<file path="src/rtl/gate_test_sequencer.sv">
// Sequenced self-test checker for two-input gate cells: walks {a,b} through
// 00,01,10,11, waits a settle time, samples dut_y and counts truth-table mismatches.
module gate_test_sequencer #(
  parameter int         SETTLE_CYCLES = 2,
  parameter logic [3:0] EXPECT        = 4'b0110,
  parameter int         LOOPS         = 1,
  parameter int         CNT_W         = 8
) (
  input  logic             clk,
  input  logic             rst,
  input  logic             start,
  output logic             dut_a,
  output logic             dut_b,
  input  logic             dut_y,
  output logic             busy,
  output logic             done,
  output logic             pass,
  output logic [CNT_W-1:0] err_count,
  output logic [3:0]       fail_vec
);

  typedef enum logic [1:0] {IDLE, SETTLE, SAMPLE, DONE} state_t;

  localparam logic [7:0]       SETTLE_LAST = 8'(SETTLE_CYCLES - 1);
  localparam logic [7:0]       LOOP_LAST   = 8'(LOOPS - 1);
  localparam logic [CNT_W-1:0] ERR_MAX     = '1;

  state_t state, next_state;

  logic [1:0]       vec, vec_d;
  logic [7:0]       loop_cnt, loop_d;
  logic [7:0]       settle_cnt, settle_d;
  logic             dut_a_d, dut_b_d;
  logic             busy_d, done_d, pass_d;
  logic [CNT_W-1:0] err_d;
  logic [3:0]       fail_d;
  logic             mismatch;

  // dut_y only matters in SAMPLE, so X or glitches elsewhere cannot count
  assign mismatch = (state == SAMPLE) && (dut_y != EXPECT[vec]);

  always_ff @(posedge clk or posedge rst) begin
    if (rst) begin
      state      <= IDLE;
      vec        <= '0;
      loop_cnt   <= '0;
      settle_cnt <= '0;
      dut_a      <= 1'b0;
      dut_b      <= 1'b0;
      busy       <= 1'b0;
      done       <= 1'b0;
      pass       <= 1'b0;
      err_count  <= '0;
      fail_vec   <= '0;
    end else begin
      state      <= next_state;
      vec        <= vec_d;
      loop_cnt   <= loop_d;
      settle_cnt <= settle_d;
      dut_a      <= dut_a_d;
      dut_b      <= dut_b_d;
      busy       <= busy_d;
      done       <= done_d;
      pass       <= pass_d;
      err_count  <= err_d;
      fail_vec   <= fail_d;
    end
  end

  always_comb begin
    next_state = state;
    case (state)
      IDLE:    if (start) next_state = SETTLE;
      SETTLE:  if (settle_cnt == SETTLE_LAST) next_state = SAMPLE;
      SAMPLE:  if (vec != 2'd3 || loop_cnt != LOOP_LAST) next_state = SETTLE;
               else next_state = DONE;
      DONE:    next_state = IDLE;
      default: next_state = IDLE;
    endcase
  end

  always_comb begin
    vec_d    = vec;
    loop_d   = loop_cnt;
    settle_d = settle_cnt;
    dut_a_d  = dut_a;
    dut_b_d  = dut_b;
    err_d    = err_count;
    fail_d   = fail_vec;
    pass_d   = pass;
    case (state)
      IDLE: begin
        if (start) begin
          vec_d    = '0;
          loop_d   = '0;
          settle_d = '0;
          err_d    = '0;
          fail_d   = '0;
          pass_d   = 1'b0;
          dut_a_d  = 1'b0;
          dut_b_d  = 1'b0;
        end
      end
      SETTLE: begin
        if (settle_cnt != SETTLE_LAST) settle_d = settle_cnt + 8'd1;
      end
      SAMPLE: begin
        if (mismatch) begin
          if (err_count != ERR_MAX) err_d = err_count + 1'b1;
          fail_d[vec] = 1'b1;
        end
        settle_d = '0;
        if (vec != 2'd3) begin
          vec_d   = vec + 2'd1;
          dut_a_d = vec_d[1];
          dut_b_d = vec_d[0];
        end else begin
          vec_d   = '0;
          dut_a_d = 1'b0;
          dut_b_d = 1'b0;
          if (loop_cnt != LOOP_LAST) loop_d = loop_cnt + 8'd1;
        end
      end
      default: ;
    endcase
    // pass must reflect a mismatch caught in the final SAMPLE cycle too
    if (next_state == DONE) pass_d = (err_d == '0);
    busy_d = (next_state == SETTLE) || (next_state == SAMPLE);
    done_d = (next_state == DONE);
  end

endmodule

</file>
<file path="config.mk">
export PLATFORM = sky130hd
export DESIGN_NAME = gate_test_sequencer
export DESIGN_NICKNAME = d
export VERILOG_FILES = /design/src/rtl/gate_test_sequencer.sv
export SDC_FILE = /design/constraint.sdc
export NUM_CORES = 1
export LEC_CHECK = 0
export BUFFER_PORTS_ARGS = -buffer_cell sky130_fd_sc_hd__buf_2
export CAP_MARGIN = 0
export CELL_PAD_IN_SITES_DETAIL_PLACEMENT = 0
export CELL_PAD_IN_SITES_GLOBAL_PLACEMENT = 2
export CORE_UTILIZATION = 36
export CTS_CLUSTER_SIZE = 10
export DETAILED_ROUTE_END_ITERATION = 8
export PLACE_DENSITY = 0.81
export SKIP_CTS_REPAIR_TIMING = 1
export SLEW_MARGIN = 10
export SYNTH_ARGS = -nofsm -noshare
export SYNTH_HDL_FRONTEND = slang
export SYNTH_SLANG_ARGS = --single-unit
</file>
<file path="constraint.sdc">
create_clock -name clk -period 2.5 [get_ports clk]
set_input_delay 0 -clock clk [delete_from_list [all_inputs] [get_ports clk]]
set_output_delay 0 -clock clk [all_outputs]
set_load 0.01 [all_outputs]
</file>
After elaboration in Yosys (flattened, before gate mapping)
Cells that the tools add are included.
{ "totals": {"ff_bits": 37, "out_inout_bits": 17, "elab_cells": 81} }
{ "classes": {"n_addsub": 4, "order_cmp": 2, "n_eq_ne": 16, "muxes": 31, "bitwise_logic": 1, "n_reduce_logical": 16} }
{ "ops": {"columns": ["op", "count"], "rows": [
  ["8-bit 2-to-1 mux", 7],
  ["8-bit one-hot mux with 2 select lines", 2],
  ["8-bit by 1-bit adder with 8-bit output (second input constant)", 3],
  ["8-bit one-hot mux with 3 select lines", 1],
  ["2-bit 2-to-1 mux", 5],
  ["2-bit != test (second input constant)", 5],
  ["2-bit equality test (second input constant)", 4],
  ["8-bit by 1-bit equality test with 1-bit output (second input constant)", 1],
  ["8-bit zero test", 1],
  ["4-bit 2-to-1 mux", 2],
  ["8-bit by 1-bit != test with 1-bit output (second input constant)", 1],
  ["8-bit != test (second input constant)", 1],
  ["2-bit one-hot mux with 4 select lines", 1],
  ["4-bit one-hot mux with 2 select lines", 1],
  ["8-bit nonzero test", 1],
  ["1-bit 2-to-1 mux", 7],
  ["3-bit AND reduction", 2],
  ["2-bit nonzero test", 3],
  ["2-bit by 1-bit equality test with 1-bit output (second input constant)", 2],
  ["4-bit bitwise OR", 1],
  ["1-bit one-hot mux with 2 select lines", 2],
  ["2-bit one-hot mux with 2 select lines", 1],
  ["2-bit AND reduction", 2],
  ["4-bit AND reduction", 1],
  ["11 further kinds", 13]
]} }

Longest topological paths before layout
Gate-level depths: netlist of the first run.
{ "logic_depth": {"depth_word": 8, "depth_mapped": 10, "mapped_depth_nobuf": 10} }

Worst setup path after synthesis of the first run
No wires, ideal clock.
{ "synth_path": {"path_type": "flip-flop to flip-flop", "from": "register settle_cnt[1]", "to": "register pass", "setup_ps": 67, "arrival_ps": 2135, "required_time_ps": 2433, "setup_slack_ps": 298, "path_stages_with_launch": 11, "synth_period_minus_slack_ps": 2202, "cell_sequence": "dfrtp_1 inv_1 ha_1 or4b_1 nor4_4 nand3b_1 o21ai_1 ha_1 inv_1 a2111oi_4 a32o_1"} }
{ "synth_via": {"elab_chain_len": 6, "word_cells_on_any_way": 8, "cone_classes": "2 x eq/ne; 3 x mux; 3 x reduce/logical"} }
{ "synth_rtl": {"columns": ["item", "line_no", "rtl"], "rows": [
  ["start, declared", "32", "logic [7:0] settle_cnt, settle_d;"],
  ["start signal, assigned", "59", "settle_cnt <= settle_d;"],
  ["8-bit by 1-bit equality test with 1-bit output *", "74", "SETTLE: if (settle_cnt == SETTLE_LAST) next_state = SAMPLE;"],
  ["2-bit 2-to-1 mux *", "74", null],
  ["2-bit one-hot mux with 4 select lines *", "72", "case (state)"],
  ["via next_state[1]", "28", "state_t state, next_state;"],
  ["2-bit equality test *", null, null],
  ["via done_d", "34", "logic busy_d, done_d, pass_d;"],
  ["2-bit nonzero test (no line)", null, null],
  ["2-bit AND reduction (no line)", null, null],
  ["end signal, assigned", "64", "pass <= pass_d;"],
  ["end, declared", "17", "output logic pass,"]
]} }
The timed path passes the listed nets; every way through them passes the cells marked *.
A chain may end at the register's enable or synchronous reset.

==> impl_metrics.env, run 1 <==
export IMPL_ant_nets=0
export IMPL_clk_latency_ps=280
export IMPL_synth_edff_count=0
export IMPL_nFillCells=485
export IMPL_synthTopCellsByCount="dfrtp_1, nor2_1, nand2_1, xor2_1, a21oi_1"
export IMPL_slew_viol_final=0
export IMPL_num_nets_final=230
export IMPL_setup_tns_ps=0
export IMPL_port_buffers=20
export IMPL_worstPathCellList="inv_1, ha_1, xnor2_2, nor2_2, a21oi_1, a2111oi_4, nor4_2, a32o_1"
export IMPL_endpoint_kind="flop"
export IMPL_maxClockFrequency_mhz=434
export IMPL_syn_nets=199
export IMPL_track_usage_pct=17.2
export IMPL_period_needed_ps=2300
export IMPL_area_delta_synth_final_pct=18.9
export IMPL_cp_arrival_ps=2480
export IMPL_n_antenna_cell=0
export IMPL_crit_type="flop to flop"
export IMPL_finalCritPeriodShare_pct=92.1
export IMPL_drt_wl_total_um=4100
export IMPL_r2r_start="dut_b"
export IMPL_drive_above_1_share_pct=20.7
export IMPL_remaining_drc_errors=0
export IMPL_start_util_pct=38.2
export IMPL_min_path_type="input port to flop"
export IMPL_die_area_sq_um=5400
export IMPL_timing_critical_path_buf_inv=1
export IMPL_cp_max_fo=8
export IMPL_power_w=0.00187
export IMPL_max_stage_delay_ps=420
export IMPL_via_per_inst=5.30
export IMPL_syn_avg_cell_area_sq_um=9.94
export IMPL_netlist_area_sq_um=1840
export IMPL_yosys_warnings=0
export IMPL_path_clk_slew_ps=70
export IMPL_grt_antenna_before_repair=0
export IMPL_synth_top_area_share_pct=47.6
export IMPL_cts_sinks=35
export IMPL_place_gp_congestion=0.788
export IMPL_synth_cell_types=41
export IMPL_worst_ep_required_time_ps=2670
export IMPL_skew_ps=5.43
export IMPL_fin_hold_ws_ps=199
export IMPL_grt_pass1_vias=1450
export IMPL_hold_start="start"
export IMPL_async_reset_ff_share_pct=100
export IMPL_dieWidth_um=73.5
export IMPL_synthCells=185
export IMPL_ir_drop_mv=0.290
export IMPL_crit_path_top_delay_cell="dfrtp_1"
export IMPL_drt_iter0_markers=102
export IMPL_synth_seq_cells=35
export IMPL_worstMarginPinSlew_ps=684
export IMPL_cpLargestDelayFamily="compound AO/OA/AOI/OAI gates"
export IMPL_io_pins=21
export IMPL_dr_pass1_iters=5
export IMPL_drv_cap=0
export IMPL_cp_start_kind="flop"
export IMPL_dominantRegCellSynth="dfrtp_1"
export IMPL_h_tree_depth=2
export IMPL_ys_seq_area_share_pct=47.6
export IMPL_cts_root_buf="clkbuf_8"
export IMPL_overflow=0
export IMPL_stdcell_area_sq_um=2190
export IMPL_p_leak_nw=1.01
export IMPL_synthTopCellsByArea="dfrtp_1, ha_1, xor2_1"
export IMPL_synth_largest_area_cell="dfrtp_1"
export IMPL_power_density_nw_per_um2=857
export IMPL_hold_viol=0
export IMPL_synth_most_common_cell="dfrtp_1"
export IMPL_cts_tree="done"
export IMPL_place_hpwl_um=3060
export IMPL_coreArea_sq_um=4820
export IMPL_max_slew_margin_rel_pct=54.3
export IMPL_vias=1504
export IMPL_clockBufferDepth=2
export IMPL_rsz0062_at_grt="false"
export IMPL_grt_pass1_wl_um=6960
export IMPL_avgRoutedWirePerCell_um=14.5
export IMPL_finalSetupViolCount=0
export IMPL_grt_start_max_net_pins=19
export IMPL_rows=25
export IMPL_crit_start="dut_b"
export IMPL_cts_made_buffers=5
export IMPL_fp_dieH_um=73.5
export IMPL_status="finished, final reports clean"
export IMPL_place_area_sq_um=2060
layer usage:
metal | track usage, % | routed length (um)
met5 | 0 | 0
met4 | 7.26 | 95
met3 | 4.12 | 161
met2 | 27.3 | 1950
met1 | 22.5 | 1900
placed cells by master, fill, tap and decap left out, drive strengths merged, types with 3 or more instances in the layout:
cell and n:
dfrtp 35, buf 27, nor2 25, nand2 15
xor2 12, a21oi 11, o21ai 11, nand3 10
ha 10, inv 8, clkbuf 7, nand4 6
nor3 4, nor4 4, and3 3
sequential cells by signal, summed over array words and instances (netlist names):
register / flops
state: 2
err_count: 8
pass: 1
busy: 1
settle_cnt: 8
loop_cnt: 8
fail_vec: 4
dut_b: 1
done: 1
dut_a: 1
layout make-up:
type / instances / area, sq um / area share, %
inverter: 8 / 30.0 / 1.37
clock inverter: 1 / 5.00 / 0.229
timing repair buffer: 28 / 163 / 7.44
sequential: 35 / 876 / 40.0
tap: 67 / 83.8 / 3.83
clock buffer: 7 / 76.3 / 3.49
multi-input combinational: 138 / 953 / 43.6
tightest hold or removal path, stage by stage:
cell and delay, ps:
buf_2 100, o21bai_2 170, o21ai_2 160
final timing paths:
path                                 endpoint  slack, ps  cells after the start
min in group asynchronous         loop_cnt[1]        360                      3
worst max register to register           pass        200                      8
max in group asynchronous       settle_cnt[5]       1430                      4
worst max-delay path                     pass        200                      8
worst min-delay path                 state[0]        200                      3
worst min register to register    fail_vec[2]        490                      2
logic make-up after synthesis:
group / after synthesis / share of synthesized area [%]
compound gates: 36 / 14.2
flops: 35 / 47.6
fa+ha+maj: 10 / 6.80
xor+xnor: 13 / 6.19
buf+inv: 12 / 2.65
simple gates: 79 / 22.6
through the flow:
step | setup slack (ps) | utilization, % | instances
6_report | 196 | 45.4 | 284
5_1_grt | 33.5 | 45.4 | 284
4_1_cts | 1.17 | 44.4 | 283
3_5_place_dp | 16.5 | 42.7 | 275
3_3_place_gp | 51.1 | 42.7 | 275
2_1_floorplan | 298 | - | 185
report_power, final:
group          total (W)  switching (W)  internal, W
Clock           0.000390       0.000194     0.000195
Combinational   0.000717       0.000425     0.000292
Sequential      0.000768       0.000103     0.000665
Note: power is estimated with default switching activity, not from simulation.
==> inputs of run 2 (changes only) <==
Settings changed: ABC_AREA from default to 1, CORE_UTILIZATION 36 to 34, PLACE_DENSITY 0.81 to 0.82.
==> run 2 against run 1 <==
Clock power rose by 5%; largest cell class unchanged; utilization shrank 4.3 points; critical path type unchanged; critical path depth rose by 6; wire length grew 6.4%; first-iteration DRC count is 0.98% higher; register-to-register slack improved by 240 ps; die area up 16%; count of clock-buffer cells in the layout fell by 1; synthesized cell count increased by 40%; via count increased by 8.9%; cell count up 26%; global-route usage fell by 1.4 points.
==> impl_metrics.env, run 2 <==
export IMPL_endpoint_kind="flop"
export IMPL_cp_max_fo=13
export IMPL_grt_start_max_net_pins=36
export IMPL_power_density_nw_per_um2=431
export IMPL_track_usage_pct=15.9
export IMPL_ys_seq_area_share_pct=43.3
export IMPL_worstPathCellList="inv_1, ha_1, inv_1, nand2_1, nand2_1, nor2_4, nand2_1, nand2_1, nand2_1, a21oi_1, nand2_1, nor2_1, nand2_1, nand2_1"
export IMPL_drv_cap=0
export IMPL_cp_arrival_ps=2280
export IMPL_num_nets_final=300
export IMPL_drive_above_1_share_pct=15.7
export IMPL_clockBufferDepth=2
export IMPL_cp_start_kind="flop"
export IMPL_synth_seq_cells=35
export IMPL_clk_latency_ps=280
export IMPL_crit_path_top_delay_cell="dfrtp_1"
export IMPL_ir_drop_mv=0.260
export IMPL_yosys_warnings=0
export IMPL_reg_largest_list="err_count (8), loop_cnt (8), settle_cnt (8)"
export IMPL_dominantRegCellSynth="dfrtp_1"
export IMPL_worst_ep_required_time_ps=2720
export IMPL_area_delta_synth_final_pct=13.8
export IMPL_cts_root_buf="clkbuf_8"
export IMPL_syn_nets=273
export IMPL_dr_pass1_iters=4
export IMPL_p_int_w=0.000787
export IMPL_grt_pass1_vias=1606
export IMPL_crit_type="flop to flop"
export IMPL_syn_avg_cell_area_sq_um=7.82
export IMPL_synthTopCellsByCount="nand2_1, inv_1, dfrtp_1, nand3_1, nor2_1"
export IMPL_overflow=0
export IMPL_synthTopCellsByArea="dfrtp_1, nand2_1, inv_1"
export IMPL_fin_hold_ws_ps=142
export IMPL_die_area_sq_um=6270
export IMPL_pwr_share_seq_pct=57.0
export IMPL_ant_nets=0
export IMPL_min_path_type="input port to flop"
export IMPL_netlist_area_sq_um=2020
export IMPL_cts_made_buffers=5
export IMPL_synth_edff_count=0
export IMPL_synth_most_common_cell="nand2_1"
export IMPL_switching_share_pct=20.8
export IMPL_grt_pass1_wl_um=7580
export IMPL_start_util_pct=36.1
export IMPL_drt_wl_total_um=4370
export IMPL_cts_sinks=35
export IMPL_multi_input_area_sq_um=962
export IMPL_place_hpwl_um=3220
export IMPL_power_w=0.000993
export IMPL_n_antenna_cell=0
export IMPL_clkPwrFrac_pct=41.1
export IMPL_remaining_drc_errors=0
export IMPL_ff_latch_area_sq_um=876
export IMPL_path_clk_slew_ps=70
export IMPL_synth_cell_types=28
export IMPL_skew_ps=6.80
export IMPL_synth_top_area_share_pct=43.3
export IMPL_maxClockFrequency_mhz=485
export IMPL_status="finished, final reports clean"
export IMPL_h_tree_depth=2
export IMPL_io_pins=21
export IMPL_fp_dieH_um=79.2
export IMPL_p_leak_nw=1.28
export IMPL_hold_viol=0
export IMPL_period_needed_ps=2060
export IMPL_async_reset_ff_share_pct=100
export IMPL_coreArea_sq_um=5610
export IMPL_synth_largest_area_cell="dfrtp_1"
export IMPL_max_stage_delay_ps=430
export IMPL_dieWidth_um=79.2
export IMPL_worstMarginPinSlew_ps=455
export IMPL_via_per_inst=4.58
export IMPL_drt_iter0_markers=103
export IMPL_grt_antenna_before_repair=0
export IMPL_vias=1638
export IMPL_setup_tns_ps=0
export IMPL_avgRoutedWirePerCell_um=12.2
export IMPL_netSwitchingPower_w=0.000207
export IMPL_rrSetupSlack_ps=440
export IMPL_finalCritPeriodShare_pct=82.5
export IMPL_synthCells=259
export IMPL_final_cell_mix="nand2_1, inv_1, dfrtp_1"
export IMPL_rsz0062_at_grt="false"
export IMPL_port_buffers=20
export IMPL_cp_common_cell="nand2_1"
export IMPL_slew_viol_final=0
export IMPL_rows=27
export IMPL_cts_tree="done"
export IMPL_final_common_cell="nand2_1"
export IMPL_finalSetupViolCount=0
export IMPL_p_comb_share_pct=1.9
export IMPL_max_slew_margin_rel_pct=69.7
export IMPL_place_gp_congestion=0.768
export IMPL_nFillCells=605
## run 2: worst paths after layout
kind                            cells past startpoint   startpoint           end
worst min-delay path                                4        start          pass
min in group asynchronous                           4          rst   loop_cnt[1]
worst max-delay path                               14        dut_b          pass
max in group asynchronous                           4          rst  err_count[7]
worst min register to register                      2  fail_vec[1]   fail_vec[1]
worst max register to register                     14        dut_b          pass
## run 2: power groups by stage
stage               registers, W   logic, W  clock network, W
floorplan               0.000577  0.0000102                 0
global placement        0.000577  0.0000183                 0
detailed placement      0.000577  0.0000184                 0
CTS                     0.000566  0.0000184          0.000430
global route            0.000566  0.0000223          0.000457
finish                  0.000566  0.0000185          0.000409
## run 2: cell families (layout without fill, tap and decap cells)
kind of cell / count (synthesis) / count (layout) / share of synthesized area, %
adder cells (fa/ha/maj): 10 / 10 / 6.18
AO/OA/AOI/OAI: 23 / 23 / 6.24
AND/OR/NAND/NOR: 136 / 136 / 31.2
flip-flops: 35 / 35 / 43.3
buffers and inverters: 46 / 73 / 9.21
XOR/XNOR: 9 / 9 / 3.89
## run 2: cell type report
type | count | share of cell area (%)
multi-input combinational | 178 | 41.8
clock buffer | 6 | 3.59
clock inverter | 1 | 0.217
tap | 72 | 3.91
inverter | 44 | 7.39
timing repair buffer | 22 | 5.11
sequential | 35 | 38.0
## run 2: metal layers
metal,GRT usage (%),up-vias,wire length (um)
met2,24.0,27,1870
li1,-,881,-
met1,22.0,725,2300
met3,3.45,5,159
met4,5.82,0,42
met5,0,-,0
## run 2: worst max-delay path: cells and delay by family (launching register included)
| kind | cells | cell delay [ps] |
|---|---|---|
| compound gates | 1 | 150 |
| fa+ha+maj | 1 | 300 |
| buf+inv | 2 | 130 |
| flops | 1 | 430 |
| simple gates | 10 | 970 |
## run 2: per-stage QoR
step | instance area, sq um | std cells | util [%] | setup slack, ps
final | 2300 | 358 | 41.1 | 436
after detailed placement | 2210 | 350 | 39.3 | 450
after global routing | 2300 | 358 | 41.1 | 252
after floorplan | 2020 | 259 | - | 756
after CTS | 2290 | 357 | 40.9 | 436
after global placement | 2210 | 350 | 39.3 | 531
